**config.mk**
```make
export PLATFORM = sky130hd
export DESIGN_NAME = requant_stream
export DESIGN_NICKNAME = d
export VERILOG_FILES = /design/src/rtl/requant_stream.sv
export SDC_FILE = /design/constraint.sdc
export NUM_CORES = 1
export LEC_CHECK = 0
export BUFFER_PORTS_ARGS = -buffer_cell sky130_fd_sc_hd__buf_2
export CAP_MARGIN = 20
export CORE_UTILIZATION = 54
export DETAILED_ROUTE_END_ITERATION = 8
export PLACE_DENSITY = 0.79
export SETUP_SLACK_MARGIN = 0.02
export SYNTH_ARGS = -nofsm -noshare
export SYNTH_HDL_FRONTEND = slang
export SYNTH_SLANG_ARGS = --single-unit
export TNS_END_PERCENT = 100
```
**constraint.sdc**
```tcl
create_clock -name clk -period 3.35 [get_ports clk]
set_clock_uncertainty 0.1 [all_clocks]
set_input_delay 0.5025 -clock clk [delete_from_list [all_inputs] [get_ports clk]]
set_output_delay 0.5025 -clock clk [all_outputs]
set_load 0.1 [all_outputs]
```
**src/rtl/requant_stream.sv**
```systemverilog
// Multi-lane Qm.n -> Qp.q requantizer: S1 rounds and shifts, S2 range-checks, clamps or wraps.
// Valid/ready on both sides, per-lane overflow flags and a saturating overflow-beat counter.
module requant_stream #(
    parameter int unsigned WIDTH_IN  = 32,
    parameter int unsigned FRAC_IN   = 16,
    parameter int unsigned WIDTH_OUT = 16,
    parameter int unsigned FRAC_OUT  = 8,
    parameter int unsigned LANES     = 4,
    parameter int unsigned CNT_W     = 16
) (
    input  logic                       clk,
    input  logic                       rst,
    input  logic                       in_valid,
    output logic                       in_ready,
    input  logic [LANES*WIDTH_IN-1:0]  in_data,
    input  logic [1:0]                 round_mode,
    input  logic                       sat_en,
    output logic                       out_valid,
    input  logic                       out_ready,
    output logic [LANES*WIDTH_OUT-1:0] out_data,
    output logic [LANES-1:0]           sat_flag,
    input  logic                       clear_count,
    output logic [CNT_W-1:0]           ovf_count
);

    localparam int unsigned SHIFT = FRAC_IN - FRAC_OUT;
    localparam int unsigned WX    = WIDTH_IN + 1;
    localparam logic signed [WX-1:0] MAXV = WX'((64'sd1 <<< (WIDTH_OUT - 1)) - 64'sd1);
    localparam logic signed [WX-1:0] MINV = ~MAXV;

    logic                       adv;
    logic signed [WX-1:0]       r_d [LANES];
    logic signed [WX-1:0]       s1_r_q [LANES];
    logic                       s1_valid_q;
    logic                       s1_sat_q;
    logic [LANES*WIDTH_OUT-1:0] out_data_d;
    logic [LANES-1:0]           sat_flag_d;
    logic [LANES*WIDTH_OUT-1:0] out_data_q;
    logic [LANES-1:0]           sat_flag_q;
    logic                       out_valid_q;
    logic [CNT_W-1:0]           ovf_count_q;

    // An empty output stage always advances, so bubbles collapse.
    assign adv      = !out_valid_q || out_ready;
    assign in_ready = adv;

    for (genvar i = 0; i < LANES; i++) begin : g_lane
        logic signed [WX-1:0] lane_x;
        assign lane_x = WX'($signed(in_data[i*WIDTH_IN +: WIDTH_IN]));

        if (SHIFT == 0) begin : g_pass
            assign r_d[i] = lane_x;
        end else begin : g_round
            logic [WX-1:0] bias;
            always_comb begin
                case (round_mode)
                    2'd1:    bias = WX'(1) << (SHIFT - 1);
                    // Half-even: one less than half, plus the LSB that survives the shift.
                    2'd2:    bias = (WX'(1) << (SHIFT - 1)) - WX'(1) + WX'(lane_x[SHIFT]);
                    default: bias = '0;
                endcase
            end
            assign r_d[i] = (lane_x + $signed(bias)) >>> SHIFT;
        end
    end

    always_ff @(posedge clk) begin
        if (rst) begin
            s1_valid_q <= 1'b0;
            s1_sat_q   <= 1'b0;
            s1_r_q     <= '{default: '0};
        end else if (adv) begin
            s1_valid_q <= in_valid;
            if (in_valid) begin
                s1_sat_q <= sat_en;
                s1_r_q   <= r_d;
            end
        end
    end

    logic signed [WX-1:0]  r_cur;
    logic [WIDTH_OUT-1:0]  lane_out;
    logic                  hi;
    logic                  lo;

    always_comb begin
        out_data_d = '0;
        sat_flag_d = '0;
        r_cur      = '0;
        lane_out   = '0;
        hi         = 1'b0;
        lo         = 1'b0;
        for (int i = 0; i < int'(LANES); i++) begin
            r_cur    = s1_r_q[i];
            hi       = r_cur > MAXV;
            lo       = r_cur < MINV;
            lane_out = r_cur[WIDTH_OUT-1:0];
            if (s1_sat_q && hi) begin
                lane_out = MAXV[WIDTH_OUT-1:0];
            end else if (s1_sat_q && lo) begin
                lane_out = MINV[WIDTH_OUT-1:0];
            end
            sat_flag_d[i] = hi | lo;
            out_data_d[i*WIDTH_OUT +: WIDTH_OUT] = lane_out;
        end
    end

    always_ff @(posedge clk) begin
        if (rst) begin
            out_valid_q <= 1'b0;
            out_data_q  <= '0;
            sat_flag_q  <= '0;
        end else if (adv) begin
            out_valid_q <= s1_valid_q;
            if (s1_valid_q) begin
                out_data_q <= out_data_d;
                sat_flag_q <= sat_flag_d;
            end
        end
    end

    always_ff @(posedge clk) begin
        if (rst || clear_count) begin
            ovf_count_q <= '0;
        end else if (out_valid_q && out_ready && (|sat_flag_q) && (ovf_count_q != '1)) begin
            ovf_count_q <= ovf_count_q + CNT_W'(1);
        end
    end

    assign out_valid = out_valid_q;
    assign out_data  = out_data_q;
    assign sat_flag  = sat_flag_q;
    assign ovf_count = ovf_count_q;

endmodule

```
; Word level (Yosys, flattened, before mapping)
; Cells that the tools add are included.
[word_totals]
reg_bits = 187
out_inout_bits = 86
word_cells = 63
[classes]
add_sub_neg = 9
magnitude_cmp = 8
n_eq_ne = 3
n_mux = 12
bitwise = 4
n_reduce_logical = 17
[ops]
columns = op, n
row1 = $add A32 B9 Y33, 4
row2 = $mux W16, 8
row3 = $gt A25 B16 Y1 const B, 4
row4 = $lt A25 B16 Y1 const B, 4
row5 = $pmux W8 S2, 4
row6 = $add A7 B1 Y8 const A, 4
row7 = $add A16 B1 Y16 const B, 1
row8 = $ne A16 B16 Y1 const B, 1
row9 = $logic_and A1 B1 Y1, 11
row10 = $or A1 B1 Y1, 4
row11 = $reduce_and A2 Y1, 2
row12 = $reduce_or A4 Y1, 1
row13 = $eq A2 B1 Y1 const B, 1
row14 = $eq A2 B2 Y1 const B, 1
row15 = $logic_or A1 B1 Y1, 2
row16 = $logic_not A1 Y1, 1

; Logic depth before layout (Yosys ltp)
; Gate-level depths: netlist (run 1).
[logic_depth]
depth_word = 4
depth_mapped = 12
mapped_depth_nobuf = 9

; Least setup slack after synthesis (run 1)
; No wires, ideal clock.
[synth_path]
path_type = input to register
start = input port round_mode[0]
end = register s1_r_q[51] (netlist name)
setup_ns = 0.074
arrival_time_ns = 2.717
required_time_ns = 3.176
path_slack_ns = 0.459
cell_stages = 11
n_path_buf = 2
cell_sequence = inv_1 ha_1 clkbuf_1 a21oi_1 nor2_1 ha_1 nand4_4 or4_4 buf_6 or4_1 a31oi_1
[synth_between]
elab_chain_cells = 3
word_cells_on_any_way = 4
cone_classes = add/sub (1) / eq/ne (2) / mux (1)
[synth_rtl]
columns = item, line_no
row1 = from (decl), 16  ; input logic [1:0] round_mode,
row2 = $eq A2 B2 Y1 or $eq A2 B1 Y1 (tied branches), 56  ; case (round_mode)
row3 = $pmux W8 S2 (*), 56
row4 = $add A32 B9 Y33 (*), 63  ; assign r_d[i] = (lane_x + $signed(bias)) >>> SHIFT;
row5 = to (signal assigned), 76  ; s1_r_q <= r_d;
row6 = to (decl), 33  ; logic signed [WX-1:0] s1_r_q [LANES];
; Mark *: on every way between the ends. The rest lies on a longest branch, timed or not.
; A chain may end at the register's enable or synchronous reset.

; Worst setup path after layout (run 1)
[layout_path]
start = input port round_mode[0]
end = register s1_r_q[49] (netlist name)
; Same word-level chain as after synthesis.

==> flow_results.org, run 1 <==
** Outcome
- Status :: completed

** Global route
- First-pass GRT wire length :: ~43000 um
- Initial antenna violation count :: 1
- Number of global-route vias before repair :: about 8800
- Largest net degree at the start of global routing :: between 60 and 70
- Summed over all layers, the global routing overflow is 0.
- Total track usage :: between 20 and 30%

** Clock tree
- The H-tree was split into 4 levels.
- Once the clock tree was built, the setup fixing pass inserted 0 buffers.
- Hold buffer count at cts :: 0
- After clock tree synthesis, the clock-pin slew on the worst setup and hold paths is about 0.07 ns.
- TritonCTS clock tree :: yes
- Number of clock buffers inserted by TritonCTS :: 17
- Gates resized during post-CTS repair numbered 0.
- Bufs on Longest Clock Path :: 2
- Clock insertion delay at the later pin of the skew report :: between 0.4 and 0.5 ns
- The clock drives around 190 sinks.
- Clock root buffer :: clkbuf_16

** Power and ir drop
- Net Sw Frac :: between 30 and 40%
- Switching power of the nets :: about 1.9 mW
- Power Density :: around 500 mW/mm2
- Maximum VDD drop :: roughly 0.39 mV
- Internal power of the cells :: roughly 3.6 mW
- Combinational logic burns between 20% and 30% of the power.
- The clock network is responsible for a little over a third of the overall power.
- Of the total power, registers draw 44.8%.
- Leakage dissipation :: 4.24 nW

** Synthesis
- In this run, synthesis inferred 0 flip-flops with an integrated enable.
- Post-synthesis instance total :: roughly 1200
- Yosys reg bits :: 187
- After synthesis, flip-flops and latches occupy 40.8% of the total area.
- The synthesized netlist occupies a cell area of 0.00919 mm2.
- Yosys instantiated no cell more often than o21ai_0.
- Most instantiated flip-flop cell in the synthesis netlist :: dfxtp_1
- The average instance in the mapped netlist occupies approximately 7.9 um2.
- In the synthesized netlist, the cells that appear most often are 195 x o21ai_0, 187 x dfxtp_1, 125 x a21oi_1.
- By area the synthesized netlist is led by dfxtp_1 41%, o21ai_0 11%, a21oi_1 6.8%.
- Proportion of netlist area held by the largest area contributor :: about two fifths
- Summed over all instances, the cell type with the most area after synthesis is dfxtp_1.
- Yosys synthesis warning count :: 0
- Counting flops with an async set or reset pin after synthesis yields a share of 0%.
- Yosys mapped the design onto between 40 and 50 distinct sky130hd cell types.
- Counting every net in the synthesized netlist gives 1299.

** Setup path
- Worst Setup Path Type :: in2reg
- The worst setup path is launched from an input port.
- Setup slack on the worst reg-to-reg path comes out at between 0.9 and 1 ns.
- STA puts the critical path data arrival time at roughly 3.0 ns.
- Of all nets on the critical path, the largest fanout is 22.
- The worst setup path is captured at a flip-flop.
- Worst path required time :: 3.61 ns
- R2R cell count :: 6

** Floorplan
- Starting Density :: a little under three fifths
- Die width :: 132 um
- Site row count :: 47
- I/O Pins :: between 200 and 250
- Measured along the y axis, the die boundary spans 132 um.
- DIE AREA :: roughly 0.018 mm2
- Floorplan core area :: between 0.015 and 0.02 mm2

** STA
- Sum of negative setup slack :: 0 ns
- Hold is met by approximately 0.20 ns.
- Slew at the pin closest to its max-slew limit :: around 1.0 ns
- Setup violations remaining at the end of the flow were counted as 0.
- Subtracting the final worst setup slack from the clock period gives around 2.7 ns.
- Max-slew violation total from the final report :: 0
- Max Clk Rate :: 0.372 GHz
- In the finished design, the share of the clock period the worst path needs comes to around 80%.
- Final-report hold violation count :: 0
- The worst pin sits at a relative slew slack of between 20% and 30%.
- Unrepaired setup endpoints after global routing :: no

** Min path
- Class of the most critical hold timing path :: in2reg
- Along the worst hold path, the cell count comes to 3.

** Drt
- The detail route stage leaves a number of antenna-violating nets equal to 0.
- For this block, the initial DRC count from the detailed router was approximately 800.
- The routed design has approximately 26000 um of wire.
- DR WL/cell :: between 15 and 20 um
- Dividing the detail-routed via count by the number of cells gives 6.17.
- Via total after detailed routing :: between 9000 and 10000
- The first TritonRoute pass finished after 7 iterations.
- Count of unresolved DRC violations after routing :: 0

** Layout
- The net count of the finished layout is around 1500.
- Syn-to-layout area delta :: 20.2%
- Cells fill ~67% of the core in the end.
- The post-route netlist has 21.3% of its cells at a drive strength greater than 1.
- After the flow finishes, the layout carries non-filler instances totaling between 1500 and 2000.

** Place
- Final weighted congestion of routability-driven global placement :: 0.908
- In this run, placement finished with an instance count of about 1500.
- Port Buf Inserts :: ~220
- Detailed placement finished with a half-perimeter wire length of 18200 um.

** Run
- Max-cap violations in this run came to 0.
==> layer usage <==
layer | vias up | global-route usage (%) | part of all wire [%]
li1 | 4738 | - | -
met4 | 0 | 12.0 | 2.6
met5 | - | 0 | 0
met1 | 4542 | 39.2 | 43
met2 | 402 | 48.5 | 47
met3 | 44 | 5.21 | 7.0
==> worst max-delay path, stage by stage <==
cell	delay [ns]
buf_2	0.11
inv_1	0.05
ha_1	0.25
a21oi_1	0.09
nor2_1	0.10
ha_1	0.28
nand4_4	0.16
or4_4	0.70
or4_1	0.54
a31oi_1	0.18
==> metrics by stage <==
| stage | area [um2] | worst slack, ns | power, mW |
|---|---|---|---|
| final | 11000 | 0.663 | 5.52 |
| after global routing | 11000 | 0.422 | 5.71 |
| after CTS | 11000 | 0.668 | 5.52 |
| after detailed placement | 10500 | 0.220 | 3.62 |
| after global placement | 10500 | 0.310 | 3.61 |
| after floorplan | 9190 | 0.459 | 3.30 |
==> final cells by class <==
cell class	count	area, um2
antenna	1	2.50
clock inverter	14	114
tap	220	275
fill	1453	5540
multi-input combinational	869	5070
timing repair buffer	242	1300
inverter	25	93.8
sequential	187	3740
clock buffer	18	439
==> logic make-up (layout without fill, tap and decap cells) <==
| kind of cell | Yosys count | count (layout) | synth area share, % |
|---|---|---|---|
| xor gates and xnor gates | 49 | 49 | 4.67 |
| muxes | 3 | 3 | 0.327 |
| other | 0 | 1 | 0 |
| and+or+nand+nor | 367 | 367 | 21.8 |
| buffers and inverters | 100 | 299 | 4.17 |
| DFF | 187 | 187 | 40.8 |
| adders and majority gates | 7 | 7 | 0.954 |
| AOI/OAI and AO/OA | 443 | 443 | 27.3 |
==> power by group through the flow <==
stage | clock network [mW] | registers, mW | logic [mW]
floorplan | 0 | 2.93 | 0.374
global placement | 0 | 2.52 | 1.09
detailed placement | 0 | 2.52 | 1.11
CTS | 1.93 | 2.47 | 1.11
global route | 2.02 | 2.49 | 1.20
finish | 1.93 | 2.47 | 1.12
==> registers in the layout, indices dropped and copies added (netlist names) <==
name / flops
s1_r_q: 75
out_data: 64
r_cur: 25
ovf_count: 16
sat_flag: 4
out_valid: 1
s1_sat_q: 1
s1_valid_q: 1
==> worst paths after layout <==
kind / from / endpoint
worst max-delay path: round_mode[0] / s1_r_q[49]
worst max register to register: out_valid / out_data[6]
worst min-delay path: sat_en / s1_sat_q
worst min register to register: s1_r_q[100] / out_data[1]
==> placed cells by master, fill, tap and decap left out, types with 7 or more instances in the layout <==
| master | instances |
|---|---|
| buf_2 | 221 |
| and2_1 | 9 |
| xor2_1 | 24 |
| nor3_1 | 19 |
| nand4_1 | 38 |
| and4_1 | 13 |
| a31oi_1 | 40 |
| inv_1 | 24 |
| ha_1 | 7 |
| nand2_1 | 85 |
| clkbuf_16 | 17 |
| nor2_1 | 43 |
| and3_1 | 18 |
| nand3_1 | 42 |
| or4_1 | 32 |
| xnor2_1 | 25 |
| a21oi_1 | 125 |
| nor4_1 | 31 |
| a211oi_1 | 25 |
| o31ai_1 | 33 |
| buf_4 | 18 |
| dfxtp_1 | 187 |
| o21ai_0 | 195 |
| or3_1 | 18 |
Note: power is estimated with default switching activity, not from simulation.
==> run 2, diff against run 1 <==
ABC_AREA = 1   (was default)
CORE_UTILIZATION = 51   (was 54)
PLACE_DENSITY = 0.77   (was 0.79)
clock period = 2.3 ns   (was 3.35 ns; I/O delays follow)
==> flow_results.org, run 2 <==
** Clock tree
- The tree is rooted in a clkbuf_16.
- The worst-case clock buffer depth was 2 (unchanged).
- The total clock buffers created by CTS is 17 (unchanged).
- Htree depth :: 4 (unchanged)
- The number of clock sinks was 187 (unchanged).
- Clock insertion delay at the later pin of the skew report :: 0.43 ns (about the same)
- Post-CTS Repair Setup Buffers :: 0 (unchanged)
- The clock slew seen by the registers of the worst setup and hold paths came to 0.07 ns (about the same).
- TritonCTS built the clock tree.

** Place
- The post-DP HPWL came to 23900 um (+31%).
- The number of placed instances, taps included was 2314 (+50%).
- The post-place setup slack is -0.243 ns (-0.462 ns).
- The area after detailed placement came to 0.0125 mm2 (+19%).
- Final weighted congestion of routability-driven global placement :: 0.940 (+3.5%)
- Port Buf Inserts :: 221 (unchanged)

** Layout
- Syn-to-layout area delta :: 19.7%
- The utilization of the core after routing came to 62.2% (-4.4 points).
- The fill cell total of the finished layout came to 2049 (+41%).
- The fraction of final layout cells with drive strength greater than 1 is 15.7% (-5.6 points).
- Final std cell area, no fill :: 0.0130 mm2 (+18%)
- Most common cell after layout, fill and taps aside :: nand2_1
- Flip-flop count of the largest register, all copies and words added :: 75 (unchanged)
- Antenna diodes :: 0 (-1)
- Largest Register :: s1_r_q
- In the layout the commonest cells are 507 x nand2_1, 425 x nor2_1, 222 x inv_1.
- Total Nets Final :: 2201 (+48%)
- Post-route non-filler standard cell count :: 2345 (+49%)

** Synthesis
- Yosys synthesis warning count :: 0 (unchanged)
- Dominant cell by count in the synthesized netlist :: nand2_1
- Post-synthesis instance total :: 1835 (+59%)
- Most instantiated flip-flop cell in the synthesis netlist :: dfxtp_1
- The post-synthesis instance area is 0.0109 mm2 (+19%).
- The xor/xnor share of the synthesized area came to 2.82% (-1.9 points).
- The area share of the largest cell type after synthesis was 34.4% (-6.4 points).
- Commonest cells in the netlist :: 507 x nand2_1, 425 x nor2_1, 222 x inv_1
- In the post-synthesis netlist, the biggest area contributors are dfxtp_1 34%, nand2_1 17%, nor2_1 15%.
- The number of flip-flops and latches in the synthesized netlist is 187 (unchanged).
- Largest family of logic cells by synthesized area :: simple AND/OR/NAND/NOR gates
- The share of synthesized cell area in full adder, half adder and majority cells was 0.804% (-0.15 points).
- Area leader, netlist :: dfxtp_1
- The fraction of the mapped netlist area in compound gates came to 8.06% (-19 points).
- The share of cell area taken by muxes after synthesis came to 0% (-0.33 points).
- The synthesized netlist net count is 1978 (+52%).
- Fraction of synthesis flops using an asynchronous set or reset pin :: 0% (unchanged)
- The sequential share of the synthesized area is 34.4% (-6.4 points).
- The mean area per synthesized cell is 5.93 um2 (-25%).
- EDFF count, synth :: 0 (unchanged)
- Number of distinct library cell variants in the gate-level netlist after synthesis :: 28 (-39%)
- Simple-gate share of the synthesized area :: 43.2% (+21 points)

** Power and ir drop
- The leakage dissipation came to 6.76 nW (+59%).
- Power Density :: 646 mW/mm2 (+29%)
- Total power of the final layout :: 8.42 mW (+53%)
- Maximum VDD drop :: 0.338 mV (-13%)

** Global route
- The number of global-route vias before repair was 10200 (+17%).
- Largest net degree at the start of global routing :: 104 (+53%)
- The global-route wire length before repair came to 50600 um (+19%).
- The number of antenna violations at the first check in global routing was 0 (-1).
- The aggregate global routing overflow was 0 (unchanged).
- The global routing usage summed across all routing layers was 28.9% (-0.89 points).

** STA
- For this run, the top clock speed supported by timing is 0.479 GHz.
- The aggregate negative setup slack was 0 ns (unchanged).
- The minimum setup slack in the final design came to 0.213 ns (-0.449 ns).
- The setup violation total in the final timing report is 0 (unchanged).
- Slew at the pin closest to its max-slew limit :: 0.601 ns (-0.444 ns)
- Unrepaired setup endpoints after global routing :: no
- The worst path uses around nine tenths of the clock period.
- The worst slew margin relative to its limit is 59.9% (+30 points).
- Final-report hold violation count :: 0 (unchanged)
- After layout, the minimum clock period comes to 2.09 ns.
- The final number of max-transition violations came to 0 (unchanged).
- Worst slack on hold paths :: 0.0886 ns (-0.114 ns)

** Setup path
- Worst endpoint data arrival time :: 2.32 ns (-0.63 ns)
- Among all stages on the critical path, the largest delay is contributed by ha_1.
- Traced cell by cell, the critical path runs through buf_2 -> inv_1 -> ha_1 -> a21oi_1 -> ha_1 -> nand2_1 -> nor2_2 -> nand3_1 -> inv_1 -> nand2_1 -> nand2_1 -> nand3_1 -> nand2_1 -> inv_1.
- Worst Setup Path Type :: in2reg
- The largest stage delay on the critical path was 0.33 ns (-0.37 ns).
- The kind of cell with the highest combined delay along the critical path is simple AND/OR/NAND/NOR gates.
- The number of buffer and inverter instances along the worst setup path was 4 (+2).
- Maximum fanout along the worst path :: 5 (-77%)
- STA classifies the critical path startpoint as an input port.
- Worst reg2reg path startpoint :: ovf_count[0]
- The critical path starts at round_mode[0].
- CP most frequent cell :: nand2_1
- Crit. End Element :: flip-flop
- The required time of the critical path came to 2.53 ns (-1.08 ns).

** Drt
- The first-pass iteration count of the detailed router came to 5 (-2).
- Remaining number of nets flagged by the antenna check after routing :: 0 (unchanged)
- The total DRC errors in the routed layout was 0 (unchanged).
- Via total after detailed routing :: 11700 (+21%)
- DR WL/cell :: 13.4 um (-20%)
- First-iteration detailed-routing DRC count :: 960 (+19%)
- Vias per inst :: 5.00 (-19%)
- Total Routed Length :: 31500 um (+20%)

** Run
- The number of max-cap violations is 0 (unchanged).

** Outcome
- Status :: completed

** Min path
- The worst hold path belongs to the class in2reg.
- Worst hold path startpoint :: clear_count

** Floorplan
- Floorplan core area :: 0.0210 mm2 (+26%)
- I/O Pins :: 222 (unchanged)
- DIE AREA :: 0.0219 mm2 (+25%)
- The total number of placement rows came to 53 (+13%).
- The width of the die was 148 um (+12%).
- The initial core utilization was 52.0% (-3.4 points).
- The die height is 148 um (+12%).
==> run 2: cell count changes after synthesis, moves of 46 or more <==
cell,before,now
a21oi_1,125,79
nand3_1,42,139
inv_1,25,222
nor2_1,43,425
nand2_1,85,507
o21ai_0,195,84
==> run 2: worst paths after layout <==
path	end	slack (ns)	depth (start not counted)
worst max-delay path	s1_r_q[122]	0.21	14
worst min-delay path	ovf_count[0]	0.09	4
worst max register to register	ovf_count[1]	0.40	9
worst min register to register	s1_valid_q	0.37	2
==> run 2: report_power, final <==
part,switching [mW],total (mW),internal (mW)
sequential,0.153,3.62,3.47
combinational,1.47,2.00,0.525
clock,1.38,2.80,1.43
==> run 2: tightest hold or removal path, stage by stage <==
cell,delay (ns)
buf_2,0.08
nor2_1,0.05
o21ai_0,0.07
nor2_1,0.05
==> run 2: what timing repair did <==
item | 4_1_cts | 5_1_grt
hold buffers | 0 | 0
setup endpoints to repair | 0 | 1
resized for setup | 0 | 1
==> run 2: layout make-up <==
cell class | count | area, um2 | share of cell area (%)
clock buffers | 17 | 425 | 3.26
inverters | 224 | 843 | 6.47
clock inverters | 14 | 125 | 0.960
well taps | 275 | 344 | 2.64
flip-flops and latches | 187 | 3750 | 28.8
multi-input cells | 1358 | 5980 | 45.9
repair buffers | 270 | 1560 | 12.0
==> run 2: cell families after synthesis <==
family,count (synthesis)
AND/OR/NAND/NOR,1146
buffers and inverters,290
flip-flops,187
XOR/XNOR,35
adder cells (fa/ha/maj),7
AO/OA/AOI/OAI,170
==> run 2: routing by layer <==
layer  up-vias  GRT usage, %  routed length, um
met5         -             0                  0
met4         0          7.37                416
met3        35          3.77               2230
met2       396          44.0              13500
met1      5184          42.8              15400
li1       6108             -                  -
